[src/rtl/traffic_pkg.sv]
// Shared types and default timing for the N-approach traffic phase controller.
package traffic_pkg;

  typedef enum logic [1:0] {
    StAllRed,
    StGreen,
    StYellow,
    StFlash
  } tl_state_e;

  localparam int unsigned DefNumPhases = 4;
  localparam int unsigned DefMinGreen  = 4;
  localparam int unsigned DefMaxGreen  = 10;
  localparam int unsigned DefYellow    = 3;
  localparam int unsigned DefAllRed    = 2;
  localparam int unsigned DefFlashHalf = 2;
  localparam int unsigned DefTimerW    = 8;

  // Width of an approach index; never below one bit.
  function automatic int unsigned phase_width(input int unsigned n);
    return (n > 1) ? $clog2(n) : 1;
  endfunction

endpackage

[src/rtl/tl_rr_picker.sv]
// Combinational round-robin search for the next approach with a pending request.
module tl_rr_picker
  import traffic_pkg::*;
#(
  parameter int unsigned NUM_PHASES = DefNumPhases
) (
  input  logic [NUM_PHASES-1:0]              pend_i,
  input  logic [phase_width(NUM_PHASES)-1:0] active_i,
  output logic [phase_width(NUM_PHASES)-1:0] next_phase_o,
  output logic                               any_other_o
);

  localparam int unsigned PhaseW = phase_width(NUM_PHASES);
  localparam int unsigned IdxW   = PhaseW + 1;

  logic [IdxW-1:0]   idx_wide;
  logic [PhaseW-1:0] idx;
  logic              found;

  // Scans active+1 .. active+N-1 (mod N); the active approach itself is never a candidate,
  // so an empty search leaves the grant where it is.
  always_comb begin
    next_phase_o = active_i;
    found        = 1'b0;
    idx_wide     = '0;
    idx          = '0;
    for (int k = 1; k < NUM_PHASES; k++) begin
      idx_wide = {1'b0, active_i} + IdxW'(k);
      if (idx_wide >= IdxW'(NUM_PHASES)) begin
        idx_wide = idx_wide - IdxW'(NUM_PHASES);
      end
      idx = idx_wide[PhaseW-1:0];
      if (pend_i[idx] && !found) begin
        found        = 1'b1;
        next_phase_o = idx;
      end
    end
    any_other_o = found;
  end

endmodule

[src/rtl/traffic_phase_controller.sv]
// N-approach traffic light controller: round-robin service of demanded approaches with
// min/max green, yellow and all-red clearance, plus a night-flash mode.
module traffic_phase_controller
  import traffic_pkg::*;
#(
  parameter int unsigned NUM_PHASES  = DefNumPhases,
  parameter int unsigned MIN_GREEN   = DefMinGreen,
  parameter int unsigned MAX_GREEN   = DefMaxGreen,
  parameter int unsigned YELLOW_TIME = DefYellow,
  parameter int unsigned ALLRED_TIME = DefAllRed,
  parameter int unsigned FLASH_HALF  = DefFlashHalf,
  parameter int unsigned TIMER_W     = DefTimerW
) (
  input  logic                          clk,
  input  logic                          rstb,
  input  logic [NUM_PHASES-1:0]         req,
  input  logic                          flash_en,
  output logic [NUM_PHASES-1:0]         green,
  output logic [NUM_PHASES-1:0]         yellow,
  output logic [NUM_PHASES-1:0]         red,
  output logic [$clog2(NUM_PHASES)-1:0] active_phase,
  output logic                          flash_active
);

  localparam int unsigned PhaseW = phase_width(NUM_PHASES);
  typedef logic [PhaseW-1:0] phase_t;

  localparam logic [TIMER_W-1:0] MinGreenM1 = TIMER_W'(MIN_GREEN - 1);
  localparam logic [TIMER_W-1:0] MaxGreenM1 = TIMER_W'(MAX_GREEN - 1);
  localparam logic [TIMER_W-1:0] YellowM1   = TIMER_W'(YELLOW_TIME - 1);
  localparam logic [TIMER_W-1:0] AllRedM1   = TIMER_W'(ALLRED_TIME - 1);
  localparam logic [TIMER_W-1:0] FlashHalfT = TIMER_W'(FLASH_HALF);
  localparam logic [TIMER_W-1:0] FlashLastT = TIMER_W'(2 * FLASH_HALF - 1);

  tl_state_e             state_q, state_d;
  logic [TIMER_W-1:0]    timer_q, timer_d;
  phase_t                active_q, active_d;
  logic [NUM_PHASES-1:0] pend_q, pend_d;
  logic [NUM_PHASES-1:0] green_q, green_d;
  logic [NUM_PHASES-1:0] yellow_q, yellow_d;
  logic [NUM_PHASES-1:0] red_q, red_d;
  logic                  flash_q, flash_d;

  phase_t                next_phase;
  logic                  any_other;
  logic                  grant;
  logic [NUM_PHASES-1:0] grant_mask;

  tl_rr_picker #(
    .NUM_PHASES (NUM_PHASES)
  ) u_picker (
    .pend_i       (pend_q),
    .active_i     (active_q),
    .next_phase_o (next_phase),
    .any_other_o  (any_other)
  );

  always_comb begin
    state_d  = state_q;
    active_d = active_q;
    grant    = 1'b0;
    unique case (state_q)
      StAllRed: begin
        if (timer_q == AllRedM1) begin
          if (flash_en) begin
            state_d = StFlash;
          end else begin
            state_d  = StGreen;
            active_d = next_phase;
            grant    = 1'b1;
          end
        end
      end
      StGreen: begin
        // A green already past max (timer saturated) yields as soon as another approach waits.
        if (flash_en) begin
          state_d = StYellow;
        end else if (timer_q >= MinGreenM1 && any_other &&
                     (!req[active_q] || timer_q >= MaxGreenM1)) begin
          state_d = StYellow;
        end
      end
      StYellow: begin
        if (timer_q == YellowM1) state_d = StAllRed;
      end
      StFlash: begin
        if (!flash_en) state_d = StAllRed;
      end
      default: state_d = StAllRed;
    endcase
  end

  always_comb begin
    timer_d = timer_q;
    if (state_d != state_q) begin
      timer_d = '0;
    end else if (state_q == StFlash) begin
      timer_d = (timer_q == FlashLastT) ? '0 : timer_q + TIMER_W'(1);
    end else if (timer_q != '1) begin
      timer_d = timer_q + TIMER_W'(1);
    end
  end

  // Clear beats a new request only for the approach being granted this cycle.
  always_comb begin
    grant_mask = '0;
    if (grant) grant_mask[next_phase] = 1'b1;
    pend_d = (pend_q | req) & ~grant_mask;
  end

  // Lamps are decoded from the next state so they change on the same edge as the state.
  always_comb begin
    green_d  = '0;
    yellow_d = '0;
    red_d    = '1;
    flash_d  = 1'b0;
    unique case (state_d)
      StGreen: begin
        green_d[active_d] = 1'b1;
        red_d[active_d]   = 1'b0;
      end
      StYellow: begin
        yellow_d[active_d] = 1'b1;
        red_d[active_d]    = 1'b0;
      end
      StFlash: begin
        red_d   = '0;
        flash_d = 1'b1;
        if (timer_d < FlashHalfT) yellow_d = '1;
      end
      default: ;
    endcase
  end

  always_ff @(posedge clk or negedge rstb) begin
    if (!rstb) begin
      state_q  <= StAllRed;
      timer_q  <= '0;
      active_q <= '0;
      pend_q   <= '0;
      green_q  <= '0;
      yellow_q <= '0;
      red_q    <= '1;
      flash_q  <= 1'b0;
    end else begin
      state_q  <= state_d;
      timer_q  <= timer_d;
      active_q <= active_d;
      pend_q   <= pend_d;
      green_q  <= green_d;
      yellow_q <= yellow_d;
      red_q    <= red_d;
      flash_q  <= flash_d;
    end
  end

  assign green        = green_q;
  assign yellow       = yellow_q;
  assign red          = red_q;
  assign active_phase = active_q;
  assign flash_active = flash_q;

  a_lamp_excl: assert property (@(posedge clk) disable iff (!rstb)
    ((green_q & yellow_q) | (green_q & red_q) | (yellow_q & red_q)) == '0);
  a_one_open: assert property (@(posedge clk) disable iff (!rstb)
    !flash_q |-> $onehot0(~red_q));
  a_red_comp: assert property (@(posedge clk) disable iff (!rstb)
    !flash_q |-> (red_q == ~(green_q | yellow_q)));

endmodule

[config.mk]
export PLATFORM = sky130hd
export DESIGN_NAME = traffic_phase_controller
export DESIGN_NICKNAME = d
export VERILOG_FILES = /design/src/rtl/traffic_pkg.sv /design/src/rtl/tl_rr_picker.sv /design/src/rtl/traffic_phase_controller.sv
export SDC_FILE = /design/constraint.sdc
export NUM_CORES = 1
export LEC_CHECK = 0
export ABC_AREA = 1
export BUFFER_PORTS_ARGS = -buffer_cell sky130_fd_sc_hd__buf_2
export CAP_MARGIN = 5
export CORE_MARGIN = 10
export CORE_UTILIZATION = 57
export CTS_BUF_LIST = sky130_fd_sc_hd__clkbuf_8
export CTS_CLUSTER_DIAMETER = 80
export CTS_CLUSTER_SIZE = 14
export DETAILED_ROUTE_END_ITERATION = 16
export GPL_TIMING_DRIVEN = 0
export PLACE_DENSITY = 0.77
export SYNTH_ARGS = -nofsm -noshare
export SYNTH_HDL_FRONTEND = slang
export SYNTH_SLANG_ARGS = --single-unit
[constraint.sdc]
create_clock -name clk -period 2.5 [get_ports clk]
set_clock_uncertainty 0.15 [all_clocks]
set_input_delay 0.5 -clock clk [delete_from_list [all_inputs] [get_ports clk]]
set_output_delay 0.5 -clock clk [all_outputs]
set_load 0.01 [all_outputs]
---- Word-level counts from Yosys, hierarchy flattened ----
Index checks and enable logic that the tools add are counted.
word-level totals
  bits in read-only memories .............. 0
  RAM bits ................................ 0
  logic and storage cells ................. 100
  memories kept ........................... 0
  latch bits .............................. 0
  output and inout port bits .............. 15
  input bits .............................. 7
  flip-flop bits (word level) ............. 29
cells by class
  multiply operators ...................... 0
  muxes and demuxes ....................... 44
  reduce and logical (&&, ||, !) cells .... 12
  eq/ne operators ......................... 11
  add/sub/neg operators ................... 7
  shift-type cells ........................ 0
  div/mod/pow operators ................... 0
  bitwise gates (word level) .............. 4
  magnitude comparators ................... 14
operators with widths
  kind                   count
  $mux W8                4
  $mux W2                15
  $lt A2 B3 Y1 const B   6
  $eq A8 B2 Y1 const B   2
  $pmux W4 S2            2
  $mux W1                13
  $mux W4                3
  $ge A3 B3 Y1 const B   3
  $add A8 B1 Y8 const B  1
  $bmux W1 S2            4
  $eq A2 B2 Y1 const B   4
  $eq A8 B1 Y1 const B   1
  $ge A8 B2 Y1 const B   1
  $ge A8 B4 Y1 const B   1
  $lt A8 B2 Y1 const B   1
  $ne A8 B8 Y1 const B   1
  $not A4 Y4             2
  $pmux W2 S4            1
  $add A2 B2 Y3 const B  2
  $logic_and A1 B1 Y1    6
  $sub A2 B1 Y2 const B  3
  $and A4 B4 Y4          1
  $demux W1 S2           2
  $eq A2 B1 Y1 const B   2
  other kinds (8)        11

---- Depth between registers and ports, before layout ----
  depth in word-level cells ............... 22
  mapped depth ............................ 18
  mapped depth without buffers ............ 18

---- By module ----
From an unflattened synthesis, not the netlist that was laid out.
second synthesis, totals
  cell total of the unflattened synthesis .. 240
  area total of the unflattened synthesis .. 1,795.5 um2
modules (own cells, without submodules)
  module                    instances  seq. area each (um2)  area each (um2)  cells an instance
  traffic_phase_controller  1          730.7                 1,567.8          196
  tl_rr_picker              1          0.0                   227.7            44

---- Worst setup path before layout ----
OpenSTA, ideal clock, no wires.
  path type ............................... register to register
  start ................................... reg active_q[1] (netlist: active_phase[1])
  end ..................................... reg red_q[0] (netlist: red[0])
  library setup time ...................... 0.061 ns
  arrival ................................. 2.141 ns
  period minus slack after synthesis ...... 2.352 ns
  slack ................................... 0.148 ns
  stages on the path, launching flop included .. 16
  path buffers ............................ 1
  data required time ...................... 2.289 ns
  cells stage by stage .................... dfrtp_1 buf_4 inv_2 nand2_1 nand2_2 nand2_2 nand2_4 inv_1 nand3_1 nand2_1 nand2_2 a21oi_1 o22ai_1 ha_1 or2_2 nand2_1
between the ends
  elaborated cells between the ends (all ways) .. 51
  those cells by class .................... 6 x add/sub; 5 x order compare; 3 x eq/ne; 26 x mux; 1 x bitwise; 10 x reduce/logical
RTL lines
  what                                           line                                    text
  start: declaration                             traffic_phase_controller.sv:37          phase_t active_q, active_d;
  start signal: assignment                       traffic_phase_controller.sv:148         active_q <= active_d;
  $add A2 B1 Y3                                  tl_rr_picker.sv:28                      idx_wide = {1'b0, active_i} + IdxW'(k);
  $ge A3 B3 Y1 or $sub A2 B1 Y2 (tied branches)  tl_rr_picker.sv:29, tl_rr_picker.sv:30
  $mux W2                                        tl_rr_picker.sv:29                      if (idx_wide >= IdxW'(NUM_PHASES)) begin
  $bmux W1 S2                                    tl_rr_picker.sv:33                      if (pend_i[idx] && !found) begin
  $mux W1 (implied by the code)                  tl_rr_picker.sv:33
  $mux W1                                        tl_rr_picker.sv:33
  $logic_not A1 Y1                               tl_rr_picker.sv:33
  $logic_and A1 B1 Y1                            tl_rr_picker.sv:33
  [6 not listed]                                 --
  $mux W2 (*)                                    traffic_phase_controller.sv:78          end else if (timer_q >= MinGreenM1 && any_other &&
  $mux W2 (*)                                    traffic_phase_controller.sv:76          if (flash_en) begin
  $pmux W2 S4 (*)                                traffic_phase_controller.sv:62          unique case (state_q)
  via state_d[1]                                 traffic_phase_controller.sv:35          tl_state_e state_q, state_d;
  $eq A2 B2 Y1 or $eq A2 B1 Y1 (tied branches)   traffic_phase_controller.sv:117         unique case (state_d)
  $reduce_or A2 Y1 (no line)                     --
  $pmux W4 S2 (*)                                traffic_phase_controller.sv:117
  via red_d[0]                                   traffic_phase_controller.sv:41          logic [NUM_PHASES-1:0] red_q, red_d;
  end signal: assignment                         traffic_phase_controller.sv:152         red_q <= red_d;
  end: declaration                               traffic_phase_controller.sv:41
The timed path passes the listed nets; every way through them passes the cells marked *. The select of a mux whose other input is x is not followed.

---- Final worst setup path ----
  start ................................... reg active_q[0] (netlist: active_phase[0])
  end ..................................... reg red_q[0] (netlist: red[0])
The elaborated chain is that of the path after synthesis.

==> results.tsv <==
stage	metric	value	unit
global_route	grt_overflow	0	
die	coreArea	3130	sq um
flow_run	maxCapViolCount	0	
global_route	grt_max_degree	30	
layout	num_antenna_cells	0	
die	die_h	77.9	um
sta	worst_slew_pin_slew	0.609	ns
sta	worst_slack	0.137	ns
sta	tns	0	ns
setup_path	critPathTopFamily	simple AND/OR/NAND/NOR gates	
power_and_ir_drop	p_leak	1.22	nW
clock_network	numCtsBuffers	5	
die	row_count	20	
routing	ant_nets	0	
layout	area_growth	18.3	%
layout	regArea	732	sq um
sta	whs	0.0841	ns
sta	slew_headroom	59.4	%
die	io_pins	22	
run_status	outcome	complete, no violations	
sta	finalSetupViolCount	0	
setup_path	path_buf_inv	1	
clock_network	cts.reportedPaths.clkPinSlew	0.06	ns
yosys	ys_seq_area_share	38.3	%
layout	most-common-layout-cells	nand2_1, inv_1, nor2_1	
routing	viasPerCell	5.06	
sta	period_share	94.5	%
setup_path	start_kind	flop	
power_and_ir_drop	ir_drop	0.896	mV
worst_hold_path	hold_path.class	input port to asynchronous set/reset pin	
clock_network	clock_sinks	29	
global_route	antenna_found_initial	0	
die	fp.dieW	77.9	um
yosys	synth_area	1910	sq um
sta	hold_viol_final	0	
placed_design	dp_hpwl	2990	um
setup_path	critPathSlowestCell	dfrtp_2	
global_route	grt_pass1_vias	1638	
clock_network	clock_path_buffers	2	
clock_network	clk_latency	0.28	ns
setup_path	end_kind	flop	
placed_design	place_congestion	0.862	
power_and_ir_drop	power.density	1340	nW/um^2
routing	num_vias	1701	
routing	drc	0	
setup_path	critPathArrivalTime	2.43	ns
yosys	yosysUniqueCellTypes	35	
die	start_util	61.0	%
global_route	grt_pass1_wl	7110	um
setup_path	critPathMaxFanout	10	
yosys	synth_top_area_share	32.8	%
routing	dr.first_iter.drc_count	132	
routing	wl_per_cell	12.3	um
yosys	yosys-top-cells-area	dfrtp_1, nand2_1, inv_1, nand3_1, dfstp_2	
clock_network	root_buffer	clkbuf_8	
layout	fin_cells	336	
setup_path	critPathKind	flop to flop	
global_route	grt_usage	14.0	%
routing	drt-pass1-iter-count	4	
layout	final_common_cell	nand2_1	
layout	drive_above_1_share	28.4	%
die	design.die.area	6060	sq um
sta	slew_viol_final	0	
clock_network	cts_tree	yes	
clock_network	htreeDepth	2	
layout	multi_input_area	1040	sq um
placed_design	place_inst	323	
yosys	yosysWarnings	0	
routing	drt-total-wl	4130	um
placed_design	pre_cts_ws	-0.0664	ns
setup_path	path_common_cell	nand2_1	
setup_path	critPathMaxStageDelay	0.46	ns
setup_path	required	2.57	ns
layout	num-fill-cells	240	
yosys	syn_nets	273	
yosys	avgSynthCellArea	7.37	sq um
sta	period_needed	2.36	ns
placed_design	io_buffers	20	
yosys	yosysTopAreaCell	dfrtp_1	
sta	max_clock_freq	0.423	GHz
setup_path	crit_chain	buf_6 -> nand3_1 -> nand2_1 -> nor2_1 -> nand3_1 -> nand2_1 -> nand2_2 -> a21oi_1 -> o22ai_2 -> ha_4 -> or2_4 -> nand2_1	
yosys	synth_cells	259	
layout	nets	305	
yosys	yosys_register_bits	29	
==> kinds of logic (layout without fill, tap and decap cells) <==
| group | Yosys count | in the layout | synth area share [%] |
|---|---|---|---|
| DFF | 29 | 29 | 38.3 |
| xor gates and xnor gates | 1 | 1 | 0.459 |
| buffers and inverters | 41 | 74 | 8.98 |
| adders and majority gates | 7 | 7 | 4.59 |
| and+or+nand+nor | 157 | 157 | 39.6 |
| AOI/OAI and AO/OA | 24 | 24 | 8.06 |
==> final timing paths <==
path                                 start  cells after the start              end  slack [ns]
max in group asynchronous             rstb                      1  active_phase[0]        1.68
setup / recovery           active_phase[0]                     12           red[0]        0.14
min in group clk                    req[1]                      3        pend_q[1]        0.33
setup reg to reg           active_phase[0]                     12           red[0]        0.14
hold reg to reg                  pend_q[1]                      2        pend_q[1]        0.44
hold / removal                        rstb                      1       timer_q[3]        0.08
==> report_power, final <==
group / internal, mW / total, mW / switching, mW / leakage (nW)
registers: 0.641 / 0.740 / 0.0992 / 0.359
clock network: 0.320 / 0.493 / 0.172 / 0.0626
logic: 0.669 / 1.79 / 1.12 / 0.794
==> metal layers <==
metal / track usage, % / part of all wire, % / vias up
li1: - / - / 877
met1: 17.6 / 44 / 773
met2: 21.5 / 47 / 45
met3: 5.53 / 8.1 / 6
met4: 4.74 / 0.75 / 0
met5: 0 / 0 / -
==> state kept, by name, summed over array words and instances, names as in the netlist <==
| register | count |
|---|---|
| green | 4 |
| yellow | 4 |
| pend_q | 4 |
| state_q | 2 |
| active_phase | 2 |
| red | 4 |
| flash_active | 1 |
| timer_q | 8 |
==> through the flow <==
step | utilization (%) | power (mW) | area (sq um)
after floorplan | - | 2.02 | 1910
after global placement | 66.0 | 2.35 | 2060
after detailed placement | 66.0 | 2.36 | 2060
after CTS | 70.2 | 2.89 | 2190
after global routing | 72.2 | 3.35 | 2260
final | 72.2 | 3.02 | 2260
==> synth_stat cells <==
library cell / n
nor3_2: 2
nor2_4: 1
nand3_4: 1
clkbuf_2: 1
o21ai_4: 1
a41oi_1: 1
inv_4: 2
nand3_2: 2
nor2_1: 28
xor2_1: 1
nand3_1: 23
buf_4: 1
nand2_4: 2
o21ai_2: 2
nor4_1: 1
a31oi_1: 2
nor2_2: 4
nand2_1: 69
dfstp_2: 4
ha_1: 7
inv_1: 31
inv_2: 4
nand2_2: 16
a21oi_1: 8
dfrtp_1: 25
nor3_1: 5
nand3b_1: 1
o21ai_0: 6
o211ai_1: 2
nor3_4: 1
or2_2: 1
buf_6: 1
clkinv_1: 1
o22ai_1: 1
a21boi_1: 1
==> cell type report <==
class                           instances  share of cell area [%]
Inverter                               38                    6.64
Clock inverter                          2                    1.50
Tap cell                               44                    2.44
Multi-Input combinational cell        189                    46.1
Sequential cell                        29                    32.4
Buffer                                  3                    1.22
Clock buffer                            6                    3.65
Timing Repair Buffer                   25                    6.09
==> repair_timing <==
item,4_1_cts,5_1_grt
hold buffers,0,0
setup endpoints to repair,4,12
pin swaps,0,4
setup buffers,1,4
resized for setup,1,8
Power figures use the tool's default switching activity.
